## config.mk

```make
export PLATFORM = sky130hd
export DESIGN_NAME = led_btn_ctrl
export DESIGN_NICKNAME = d
export VERILOG_FILES = /design/src/rtl/led_btn_ctrl_pkg.sv /design/src/rtl/btn_debounce.sv /design/src/rtl/led_btn_ctrl.sv
export SDC_FILE = /design/constraint.sdc
export NUM_CORES = 1
export LEC_CHECK = 0
export ABC_AREA = 1
export BUFFER_PORTS_ARGS = -buffer_cell sky130_fd_sc_hd__buf_2
export CAP_MARGIN = 40
export CELL_PAD_IN_SITES_DETAIL_PLACEMENT = 1
export CELL_PAD_IN_SITES_GLOBAL_PLACEMENT = 2
export CORE_UTILIZATION = 35
export DETAILED_ROUTE_END_ITERATION = 6
export GPL_TIMING_DRIVEN = 0
export PLACE_DENSITY_LB_ADDON = 0.1
export RECOVER_POWER = 50
export REMOVE_ABC_BUFFERS = 1
export SLEW_MARGIN = 10
export SYNTH_ARGS = -nofsm -noshare
export SYNTH_HDL_FRONTEND = slang
export SYNTH_SLANG_ARGS = --single-unit
```

## constraint.sdc

```tcl
create_clock -name clk -period 1.62 [get_ports clk]
set_input_delay 0.081 -clock clk [delete_from_list [all_inputs] [get_ports clk]]
set_output_delay 0.081 -clock clk [all_outputs]
set_load 0.01 [all_outputs]
```

## src/rtl/led_btn_ctrl_pkg.sv

```systemverilog
// rtl/led_btn_ctrl_pkg.sv - shared mode encodings and timing defaults for led_btn_ctrl
package led_btn_ctrl_pkg;

   // LED drive modes, as seen on the 2-bit mode input
   localparam logic [1:0] MODE_FOLLOW = 2'b00;
   localparam logic [1:0] MODE_TOGGLE = 2'b01;
   localparam logic [1:0] MODE_BLINK  = 2'b10;
   localparam logic [1:0] MODE_ALL0   = 2'b11;

   // Defaults for a 12 MHz board clock: 1 ms debounce, 0.5 s blink half-period
   localparam int DEF_DEBOUNCE_CYCLES = 12000;
   localparam int DEF_BLINK_DIV       = 6000000;

   // Counter width able to hold 0..limit-1; never below one bit
   function automatic int cnt_width(input int limit);
      return (limit <= 2) ? 1 : $clog2(limit);
   endfunction

endpackage

```

## src/rtl/btn_debounce.sv

```systemverilog
// rtl/btn_debounce.sv - one button channel: synchroniser, debounce counter, press strobe
module btn_debounce
   import led_btn_ctrl_pkg::*;
#(
   parameter int DEBOUNCE_CYCLES = DEF_DEBOUNCE_CYCLES
) (
   input  logic clk,
   input  logic rst,
   input  logic btn_n_i,
   output logic db_o,
   output logic press_pulse_o
);

   localparam int             CW      = cnt_width(DEBOUNCE_CYCLES);
   localparam logic [CW-1:0] CNT_MAX = CW'(DEBOUNCE_CYCLES - 1);

   // Synchroniser holds the raw active-low pin level, so 1 means released
   logic          sync1_q, sync2_q;
   logic          pressed;
   logic [CW-1:0] cnt_q, cnt_d;
   logic          db_q, db_d;
   logic          pulse_q, pulse_d;

   assign pressed = ~sync2_q;

   // Debounce: any return to the current debounced level restarts the count
   always_comb begin
      cnt_d   = cnt_q;
      db_d    = db_q;
      pulse_d = 1'b0;
      if (pressed == db_q) begin
         cnt_d = '0;
      end else if (cnt_q == CNT_MAX) begin
         db_d    = ~db_q;
         cnt_d   = '0;
         pulse_d = ~db_q;
      end else begin
         cnt_d = cnt_q + CW'(1);
      end
   end

   // Channel state registers; reset leaves the channel released and idle
   always_ff @(posedge clk) begin
      if (rst) begin
         sync1_q <= 1'b1;
         sync2_q <= 1'b1;
         cnt_q   <= '0;
         db_q    <= 1'b0;
         pulse_q <= 1'b0;
      end else begin
         sync1_q <= btn_n_i;
         sync2_q <= sync1_q;
         cnt_q   <= cnt_d;
         db_q    <= db_d;
         pulse_q <= pulse_d;
      end
   end

   assign db_o          = db_q;
   assign press_pulse_o = pulse_q;

endmodule

```

## src/rtl/led_btn_ctrl.sv

```systemverilog
// rtl/led_btn_ctrl.sv - N-channel button-to-LED controller with four display modes
module led_btn_ctrl
   import led_btn_ctrl_pkg::*;
#(
   parameter int N               = 4,
   parameter int DEBOUNCE_CYCLES = DEF_DEBOUNCE_CYCLES,
   parameter int BLINK_DIV       = DEF_BLINK_DIV
) (
   input  logic         clk,
   input  logic         rst,
   input  logic [N-1:0] BTN,
   input  logic [1:0]   mode,
   output logic [N-1:0] LED,
   output logic [N-1:0] press_pulse
);

   localparam int             BW        = cnt_width(BLINK_DIV);
   localparam logic [BW-1:0] BLINK_MAX = BW'(BLINK_DIV - 1);

   logic [N-1:0]  db;
   logic [N-1:0]  toggle_q, toggle_d;
   logic [BW-1:0] blink_cnt_q, blink_cnt_d;
   logic          phase_q, phase_d;
   logic [N-1:0]  led_q, led_d;

   for (genvar i = 0; i < N; i++) begin : g_ch
      btn_debounce #(
         .DEBOUNCE_CYCLES(DEBOUNCE_CYCLES)
      ) u_debounce (
         .clk           (clk),
         .rst           (rst),
         .btn_n_i       (BTN[i]),
         .db_o          (db[i]),
         .press_pulse_o (press_pulse[i])
      );
   end

   // Toggle latch flips on each press regardless of mode, so it survives mode changes
   always_comb begin
      toggle_d = toggle_q ^ press_pulse;
   end

   // Free-running blink divider; phase flips on every wrap
   always_comb begin
      blink_cnt_d = blink_cnt_q + BW'(1);
      phase_d     = phase_q;
      if (blink_cnt_q == BLINK_MAX) begin
         blink_cnt_d = '0;
         phase_d     = ~phase_q;
      end
   end

   // LED source select; result is registered, so it lags its inputs by one cycle
   always_comb begin
      led_d = '0;
      case (mode)
         MODE_FOLLOW: led_d = db;
         MODE_TOGGLE: led_d = toggle_q;
         MODE_BLINK:  led_d = toggle_q & {N{phase_q}};
         MODE_ALL0:   led_d = {N{db[0]}};
         default:     led_d = '0;
      endcase
   end

   // Top-level state registers
   always_ff @(posedge clk) begin
      if (rst) begin
         toggle_q    <= '0;
         blink_cnt_q <= '0;
         phase_q     <= 1'b0;
         led_q       <= '0;
      end else begin
         toggle_q    <= toggle_d;
         blink_cnt_q <= blink_cnt_d;
         phase_q     <= phase_d;
         led_q       <= led_d;
      end
   end

   assign LED = led_q;

endmodule

```

# After elaboration in Yosys (flattened, before gate mapping)
# Cells that the tools add are included.
[word_totals] register_bits=104 elab_cells=75 input_bits=8 out_inout_bits=8
[op_classes] bitwise_logic=19 n_eq_ne=12 n_addsub=5 muxes=1 reduce_logical=14
[op_table] op="$add A14 B1 Y14 const B" n=4
[op_table] op="$eq A14 B14 Y1 const B" n=4
[op_table] op="$reduce_or A3 Y1" n=8
[op_table] op="$add A23 B1 Y23 const B" n=1
[op_table] op="$eq A23 B23 Y1 const B" n=1
[op_table] op="$not A1 Y1" n=17
[op_table] op="$pmux W4 S4" n=1
[op_table] op="$reduce_and A2 Y1" n=4
[op_table] op="$and A4 B4 Y4" n=1
[op_table] op="$eq A1 B1 Y1" n=4
[op_table] op="$eq A2 B2 Y1 const B" n=2
[op_table] op="$xor A4 B4 Y4" n=1
[op_table] op="$eq A2 B1 Y1 const B" n=1
[op_table] op="$logic_not A2 Y1" n=1
[op_table] op="$reduce_or A2 Y1" n=1

# Depth between registers and ports, before layout
# Gate-level depths: netlist (run 1).
[logic_depth] word_depth=4 depth_mapped=10

# By module
# Synthesis (run 1) repeated with hierarchy kept, for this count alone.
[unflattened] hier_cells=655 hier_area_um2=4873.4
[by_module_without_submodules] mod="btn_debounce" cells_per_inst=109 area_each_um2=824.5 n_inst=4
[by_module_without_submodules] mod="led_btn_ctrl" cells_per_inst=219 area_each_um2=1575.3 n_inst=1

# Worst setup path after synthesis (run 1)
# Ideal clock, no wire load.
[synth_path] path_type="register to register" start="reg g_ch[1].u_debounce.cnt_q[0]" end="reg g_ch[1].u_debounce.cnt_q[9]" synth_period_minus_slack_ps=1350 t_arrival_ps=1228 path_slack_ps=270 stages_incl_launch_ff=10 path_buffers=1 cell_sequence="dfxtp_1 -> ha_1 -> nand2_2 -> nor2_4 -> inv_1 -> nor2_2 -> nand2_2 -> nand2_2 -> buf_6 -> a21oi_1"
[synth_between] elab_chain_cells=2
[synth_lines] item="from (decl)" line_no="btn_debounce.sv:20" source="logic [CW-1:0] cnt_q, cnt_d;"
[synth_lines] item="from (signal assigned)" line_no="btn_debounce.sv:53" source="cnt_q <= cnt_d;"
[synth_lines] item="parallel branches: the longest is 2 deep, another holds $add A14 B1 Y14"
# Parallel ways; which one is timed is not known.
# A chain may end at the register's enable or synchronous reset.

# Final worst setup path (run 1)
[layout_path] start="reg blink_cnt_q[0]" end="reg blink_cnt_q[17]"
[layout_between] elab_chain_cells=2
[layout_lines] item="from (decl)" line_no="led_btn_ctrl.sv:22" source="logic [BW-1:0] blink_cnt_q, blink_cnt_d;"
[layout_lines] item="from (signal assigned)" line_no="led_btn_ctrl.sv:74" source="blink_cnt_q <= blink_cnt_d;"
[layout_lines] item="parallel branches: the longest is 2 deep, another holds $add A23 B1 Y23"
# Parallel ways; which one is timed is not known.

==> results of run 1 <==
## cell type report
type	count	share of cell area
clock inverter	5	0.0147
timing repair buffer	21	0.0261
multi-input combinational	463	0.443
clock buffer	11	0.0419
inverter	87	0.0597
sequential	104	0.375
tap	176	0.0397
## cell families after synthesis
| kind of cell | share of synthesized area |
|---|---|
| AND/OR/NAND/NOR | 0.340 |
| flip-flops | 0.429 |
| buffers and inverters | 0.0884 |
| XOR/XNOR | 0.0667 |
| adder cells (fa/ha/maj) | 0.0129 |
| AO/OA/AOI/OAI | 0.0631 |
## worst max-delay path: stages, from the launching register on
cell and delay [ns]:
dfxtp_1 0.36, ha_2 0.21, nand2_1 0.09, nor2_4 0.14, nand2_1 0.09, inv_1 0.09, nand3_4 0.17, nand2_4 0.17
nor2_1 0.06
## cell usage after synthesis (10+ instances only)
master | count | area (µm²)
nand2_1 | 143 | 537
dfxtp_1 | 104 | 2080
nor2_1 | 98 | 368
inv_1 | 85 | 319
nand3_1 | 36 | 180
a21oi_1 | 29 | 145
xor2_1 | 24 | 210
nor2_2 | 23 | 144
o21ai_0 | 18 | 90.1
xnor2_1 | 13 | 114
nand2_2 | 12 | 75.1
nand4_1 | 12 | 75.1
nor3_1 | 11 | 55.1
or2_2 | 10 | 62.6
## per-stage QoR
| stage | setup WS (ns) | TNS, ns | hold slack, ns |
|---|---|---|---|
| after CTS | 0.0163 | 0 | 0.139 |
| final | 0.129 | 0 | 0.143 |
| after global routing | -0.0262 | -0.0864 | 0.163 |
| after floorplan | 0.159 | 0 | 0.150 |
| after detailed placement | -0.115 | -0.225 | 0.267 |
| after global placement | -0.0596 | -0.119 | 0.266 |
## layout by cell type, fill, tap and decap left out, drive strengths merged
cell	netlist	routed
buf	10	9
xor2	24	24
a21oi	34	34
nand3b	4	4
nand3	38	38
xnor2	13	13
nor2	126	126
clkinv	0	2
dfxtp	104	104
nand4	12	12
nand2	156	159
o21bai	2	2
dlygate4sd3	0	4
nor4	1	1
clkinvlp	0	1
inv	87	87
or2	12	12
a31oi	2	2
ha	5	5
o21ai	18	18
clkbuf	1	19
bufinv	0	2
nor3	13	13
## worst max path at each step
stage                                         endpoint  cells after the start
after floorplan           g_ch[1].u_debounce.cnt_q[11]                     10
after global placement    g_ch[1].u_debounce.cnt_q[12]                     10
after detailed placement  g_ch[1].u_debounce.cnt_q[12]                     10
after CTS                              blink_cnt_q[17]                      8
after global routing           g_ch[3].u_debounce.db_o                      6
final                                  blink_cnt_q[17]                      8
## registers in the layout, indices dropped and copies added, names as in the netlist
signal                         flops
LED                                4
blink_cnt_q                       23
g_ch.u_debounce.cnt_q             56
g_ch.u_debounce.db_o               4
g_ch.u_debounce.press_pulse_o      4
g_ch.u_debounce.sync1_q            4
g_ch.u_debounce.sync2_q            4
phase_q                            1
toggle_q                           4
## where the power goes
part | leakage, nW | switching [mW] | internal, mW
combinational | 0.929 | 0.0828 | 0.0504
clock | 0.150 | 1.00 | 1.36
sequential | 0.841 | 0.0119 | 2.58
## per-layer routing
| metal | track usage | vias up | routed length, µm |
|---|---|---|---|
| met5 | 0 | - | 0 |
| li1 | - | 2102 | - |
| met1 | 0.217 | 1885 | 5570 |
| met4 | 0.0758 | 0 | 229 |
| met3 | 0.0314 | 16 | 253 |
| met2 | 0.280 | 31 | 5180 |
## what timing repair did
action                                  4_1_cts  5_1_grt
cloned                                        0        3
gates resized for setup                       2       14
buffers inserted                              0        2
endpoints found under the setup margin        6       61
pin swaps                                     0        4
hold endpoints to repair                      4        0
hold buffers                                  4        0
==> summary.md, run 1 <==
| Metric | Value |
|---|---|
| Hold Vio Cnt, Final | `0` |
| Area of the multi-input gates | `between 2000 and 2500 µm²` |
| Unrepaired setup endpoints after global routing | `true` |
| Hold Crit Class | `input pin to flop` |
| Worst Path Arrival | `1.74 ns` |
| Number of top-level pins | `16` |
| Grt ovf | `0` |
| Reg-to-Reg Start | `blink_cnt_q[0]` |
| Post-DP Area | `about 5100 µm²` |
| All-Layer GR Usage | `0.170` |
| Final Power | `5.08 mW` |
| R2R Setup Slk | `0.13 ns` |
| CTS Root Buffer Type | `clkbuf_16` |
| CTS tree | `built` |
| Syn_area_per_cell | `~7.3 µm²` |
| Worst-Margin Slew | `0.472 ns` |
| Clock Skew | `around 0.0075 ns` |
| Final period util | `0.920` |
| Crit. Startpoint | `blink_cnt_q[0]` |
| Final instance area | `5550 µm²` |
| CTS max path bufs | `2` |
| CTS buffer count | `9` |
| H-tree depth | `3` |
| Initial Utilization | `0.362` |
| Slew headroom | `0.682` |
| Crit. End Element | `flop` |
| Num rows | `42` |
| Core area | `about 13000 µm²` |
| Global-route wire length before repair | `19.5 mm` |
| Pwr dens | `between 900 and 1000 nW/µm²` |
| Sequential element share of the synthesized area | `0.429` |
| Nets | `699` |
| Setup violations, final | `0` |
| Post-synth EDFFs | `0` |
| Ys flop type | `dfxtp_1` |
| DRT iter0 DRCs | `162` |
| Routed wire length | `approximately 11 mm` |
| Gate Count Post-Synth | `662` |
| Leak Pwr | `1.92 nW` |
| Initial antenna violation count | `0` |
| Routability cong. | `0.725` |
| Area growth syn-to-layout | `14.3%` |
| CP required | `1.87 ns` |
| Storage element area | `2080 µm²` |
| Pin count of the biggest net entering global routing | `24` |
| Worst hold path endpoint | `toggle_q[0]` |
| Max rail drop VDD | `514 µV` |
| Register-to-Register Path Depth | `8` |
| Hold Path Origin | `rst` |
| Synth Register Bits | `104` |
| Finished Layout Cells | `867` |
| CTS clk-pin slew, worst paths | `0.07 ns` |
| Startpoint Class | `flop` |
| Routed via count | `4034` |
| Crit Path Class | `flop to flop` |
| Die width | `120 µm` |
| Reg2reg end | `blink_cnt_q[17]` |
| Wire length per cell | `roughly 13 µm` |
| Final Core Density | `0.414` |
| Synth warn | `0` |
| Mapped cell area | `4860 µm²` |
| Vias in the first global route | `4168` |
| Drt pass-1 iters | `7` |
| Port bufs | `15` |
| Minimum clock period | `between 1 and 1.5 ns` |
| Outcome | `finished, final reports clean` |
| Share of layout cells above drive strength 1 | `0.132` |
| Crit path max fanout | `6` |
| # fillers | `about 1.7k` |
| DPL Wire Length | `7.96 mm` |
| Die Y | `120 µm` |
| Diode count | `0` |
| Vias per std cell | `~4.7` |
| Post-synth ARST share | `0` |
| Sink Count | `104` |
| Die area | `14400 µm²` |
| Synth cell types | `30` |
| Clock Latency Late Sink | `around 0.36 ns` |
| Placed cell count | `842` |
| Worst hold stages | `2` |
| Max Freq | `between 600 and 700 MHz` |
| Post-DRT Antenna Nets | `0` |
| # DRC | `0` |
| Max Cap Viol | `0` |
| Max Transition Viols Final | `0` |
Note: power is estimated with default switching activity, not from simulation.
==> run 2, diff against run 1 <==
--- a/config.mk
+++ b/config.mk
@@ -5,7 +5,6 @@
 export SDC_FILE = /design/constraint.sdc
 export NUM_CORES = 1
 export LEC_CHECK = 0
-export ABC_AREA = 1
 export BUFFER_PORTS_ARGS = -buffer_cell sky130_fd_sc_hd__buf_2
 export CAP_MARGIN = 40
 export CELL_PAD_IN_SITES_DETAIL_PLACEMENT = 1
==> summary.md, run 2 <==
| Metric | Value |
|---|---|
| Outcome | `complete, but fails checks` |
| Failing checks | `setup timing` |
| Worst hold stages | `3 (+1)` |
| Vias in the first global route | `3640 (-13%)` |
| Reg-to-Reg Start | `g_ch[3].u_debounce.cnt_q[1]` |
| Worst-Margin Slew | `0.564 ns (+0.0924 ns)` |
| CTS clk-pin slew, worst paths | `0.06 ns (about the same)` |
| CTS tree | `built` |
| CP required | `1.86 ns (about the same)` |
| All-Layer GR Usage | `0.168 (-0.00262)` |
| Slew headroom | `0.624 (-0.0583)` |
| Most frequent cells in the layout | `dfxtp_1 (78), nor2_1 (58), xor2_1 (34)` |
| Die Y | `114 µm (-5.0%)` |
| Clock Skew | `0.00539 ns (-0.00216 ns)` |
| Die area | `13000 µm² (-9.7%)` |
| Worst Path Arrival | `1.93 ns (+0.19 ns)` |
| Register-to-Register Path Depth | `6 (-2)` |
| Max Cap Viol | `0 (unchanged)` |
| Mapped cell area | `4380 µm² (-9.8%)` |
| Minimum clock period | `1.69 ns (+0.202 ns)` |
| Unrepaired setup endpoints after global routing | `true` |
| Global-route wire length before repair | `17.2 mm (-12%)` |
| CTS max path bufs | `2 (unchanged)` |
| Setup violations, final | `28 (+28)` |
| Routed wire length | `10.6 mm (-5.7%)` |
| Final worst setup slack | `-0.0733 ns (-0.202 ns)` |
| Routability cong. | `0.724 (-0.12%)` |
| # DRC | `0 (unchanged)` |
| Initial antenna violation count | `0 (unchanged)` |
| Vias per std cell | `5.01 (+7.6%)` |
| Clock Latency Late Sink | `0.35 ns (about the same)` |
| Hold Path Origin | `mode[1]` |
| Max rail drop VDD | `550 µV (+6.9%)` |
| Finished Layout Cells | `718 (-17%)` |
| Wire length per cell | `14.8 µm (+14%)` |
| Ys flop type | `dfxtp_1` |
| Startpoint Class | `flop` |
| Hold Vio Cnt, Final | `0 (unchanged)` |
| Largest regs | `g_ch.u_debounce.cnt_q (56), blink_cnt_q (23)` |
| Core area | `12100 µm² (-9.6%)` |
| Post-synth top area share | `0.475 (+0.0468)` |
| H-tree depth | `3 (unchanged)` |
| Port bufs | `15 (unchanged)` |
| Final period util | `1.05 (+0.125)` |
| Synth area leader | `dfxtp_1` |
| Post-synth top cells | `dfxtp_1 (104), nor2_1 (82), xor2_1 (34)` |
| Crit. Startpoint | `g_ch[3].u_debounce.cnt_q[1]` |
| Gate Count Post-Synth | `492 (-26%)` |
| Initial Utilization | `0.362 (-0.000895)` |
| Number of top-level pins | `16 (unchanged)` |
| Nets | `558 (-20%)` |
| Largest register FFs | `56 (unchanged)` |
| Post-synth ARST share | `0 (unchanged)` |
| Max Transition Viols Final | `0 (unchanged)` |
| Grt ovf | `0 (unchanged)` |
| Top post-synthesis cells by area | `dfxtp_1 (48%), nor2_1 (7.0%), xor2_1 (6.8%)` |
| Sink Count | `104 (unchanged)` |
| Crit Path Class | `flop to flop` |
| Synth cell types | `38 (+27%)` |
| Post-synth EDFFs | `0 (unchanged)` |
| Placed cell count | `656 (-22%)` |
| Most common cell after layout, fill and taps aside | `dfxtp_1` |
| CTS buffer count | `9 (unchanged)` |
| Share of layout cells above drive strength 1 | `0.278 (+0.146)` |
| DRT iter0 DRCs | `97 (-40%)` |
| Synth warn | `0 (unchanged)` |
| Leak Pwr | `1.84 nW (-4.3%)` |
| Pin count of the biggest net entering global routing | `30 (+25%)` |
| # fillers | `1412 (-17%)` |
| Post-DRT Antenna Nets | `0 (unchanged)` |
| Most frequent cell after synthesis | `dfxtp_1` |
| Most flops, register | `g_ch.u_debounce.cnt_q` |
| DPL Wire Length | `6.34 mm (-20%)` |
| Drt pass-1 iters | `4 (-3)` |
| Routed via count | `3594 (-11%)` |
| Post-DP Area | `4590 µm² (-9.2%)` |
| Max Freq | `591 MHz (-12%)` |
| Hold Crit Class | `input pin to flop` |
| Area growth syn-to-layout | `28.7%` |
| Num rows | `40 (-4.8%)` |
| Diode count | `0 (unchanged)` |
| Synth Register Bits | `104 (unchanged)` |
| Final instance area | `5630 µm² (+1.5%)` |
| CTS Root Buffer Type | `clkbuf_16` |
| Die width | `114 µm (-5.0%)` |
| Crit. End Element | `flop` |
| Crit path max fanout | `7 (+1)` |
| Post-placement setup slack | `-0.597 ns (-0.483 ns)` |
| Sequential element share of the synthesized area | `0.475 (+0.0468)` |
| Syn_area_per_cell | `8.90 µm² (+21%)` |
| Pwr dens | `881 nW/µm² (-3.8%)` |
## run 2: cell types whose count changed in the layout (fill, tap and decap cells not counted), sizes merged, moves of 8 or more
cell and change:
xor2 +10, and4 +8, nand2 -130, a21oi -19, xnor2 +18, nor2 -44, buf +34, nor4 +8
nand3 -13, and3 +8, nand4 +15, or3 +12, inv -78
## run 2: repair_timing
item,4_1_cts,5_1_grt
pin swaps,24,31
setup buffers,22,15
gates cloned,1,4
hold endpoints to repair,4,0
gates resized for setup,53,63
setup endpoints to repair,82,83
hold buffers,4,0
## run 2: final cells by class
type	instances	area (µm²)	share of cell area
inverter	9	33.8	0.00600
multi-input combinational	363	2480	0.441
clock buffer	13	260	0.0462
tap	168	210	0.0373
clock inverter	3	40.0	0.00711
timing repair buffer	58	462	0.0819
sequential	104	2140	0.381
## run 2: power breakdown
group | switching, mW | internal [mW]
combinational | 0.0883 | 0.0790
clock | 0.933 | 1.28
sequential | 0.0187 | 2.56
total | 1.04 | 3.92
## run 2: kinds of logic after synthesis
logic type	count (synthesis)	synth area share
flip-flops	104	0.475
AO/OA/AOI/OAI	38	0.0509
AND/OR/NAND/NOR	251	0.300
adder cells (fa/ha/maj)	5	0.0143
buffers and inverters	29	0.0291
XOR/XNOR	65	0.130
## run 2: worst paths after layout
kind,end,slack [ns]
min,LED[1],0.17
max reg2reg,g_ch[3].u_debounce.cnt_q[8],-0.07
max,g_ch[3].u_debounce.cnt_q[8],-0.07
min reg2reg,g_ch[1].u_debounce.sync2_q,0.41
## run 2: per-layer routing
layer	global-route usage	vias to the layer above	routed length (µm)
met5	0	-	0
met4	0.0494	0	144
met3	0.0553	11	268
met2	0.285	29	5330
met1	0.202	1747	4850
li1	-	1807	-
## run 2: stage by stage
stage | total power, mW | setup TNS, ns | util | hold WS (ns)
after global placement | 2.74 | -37.22 | 0.377 | 0.266
after CTS | 5.01 | -1.19 | 0.437 | 0.163
after global routing | 5.17 | -6.42 | 0.465 | 0.173
after floorplan | 2.70 | -7.71 | - | 0.150
final | 4.96 | -1.18 | 0.465 | 0.169
after detailed placement | 2.75 | -22.14 | 0.379 | 0.278
## run 2: worst max-delay path: stages (launching register included)
cell and delay [ns]:
dfxtp_2 0.37, ha_4 0.15, nand4_1 0.14, buf_4 0.19, nor4_4 0.40, or3_4 0.29
nor2_1 0.05
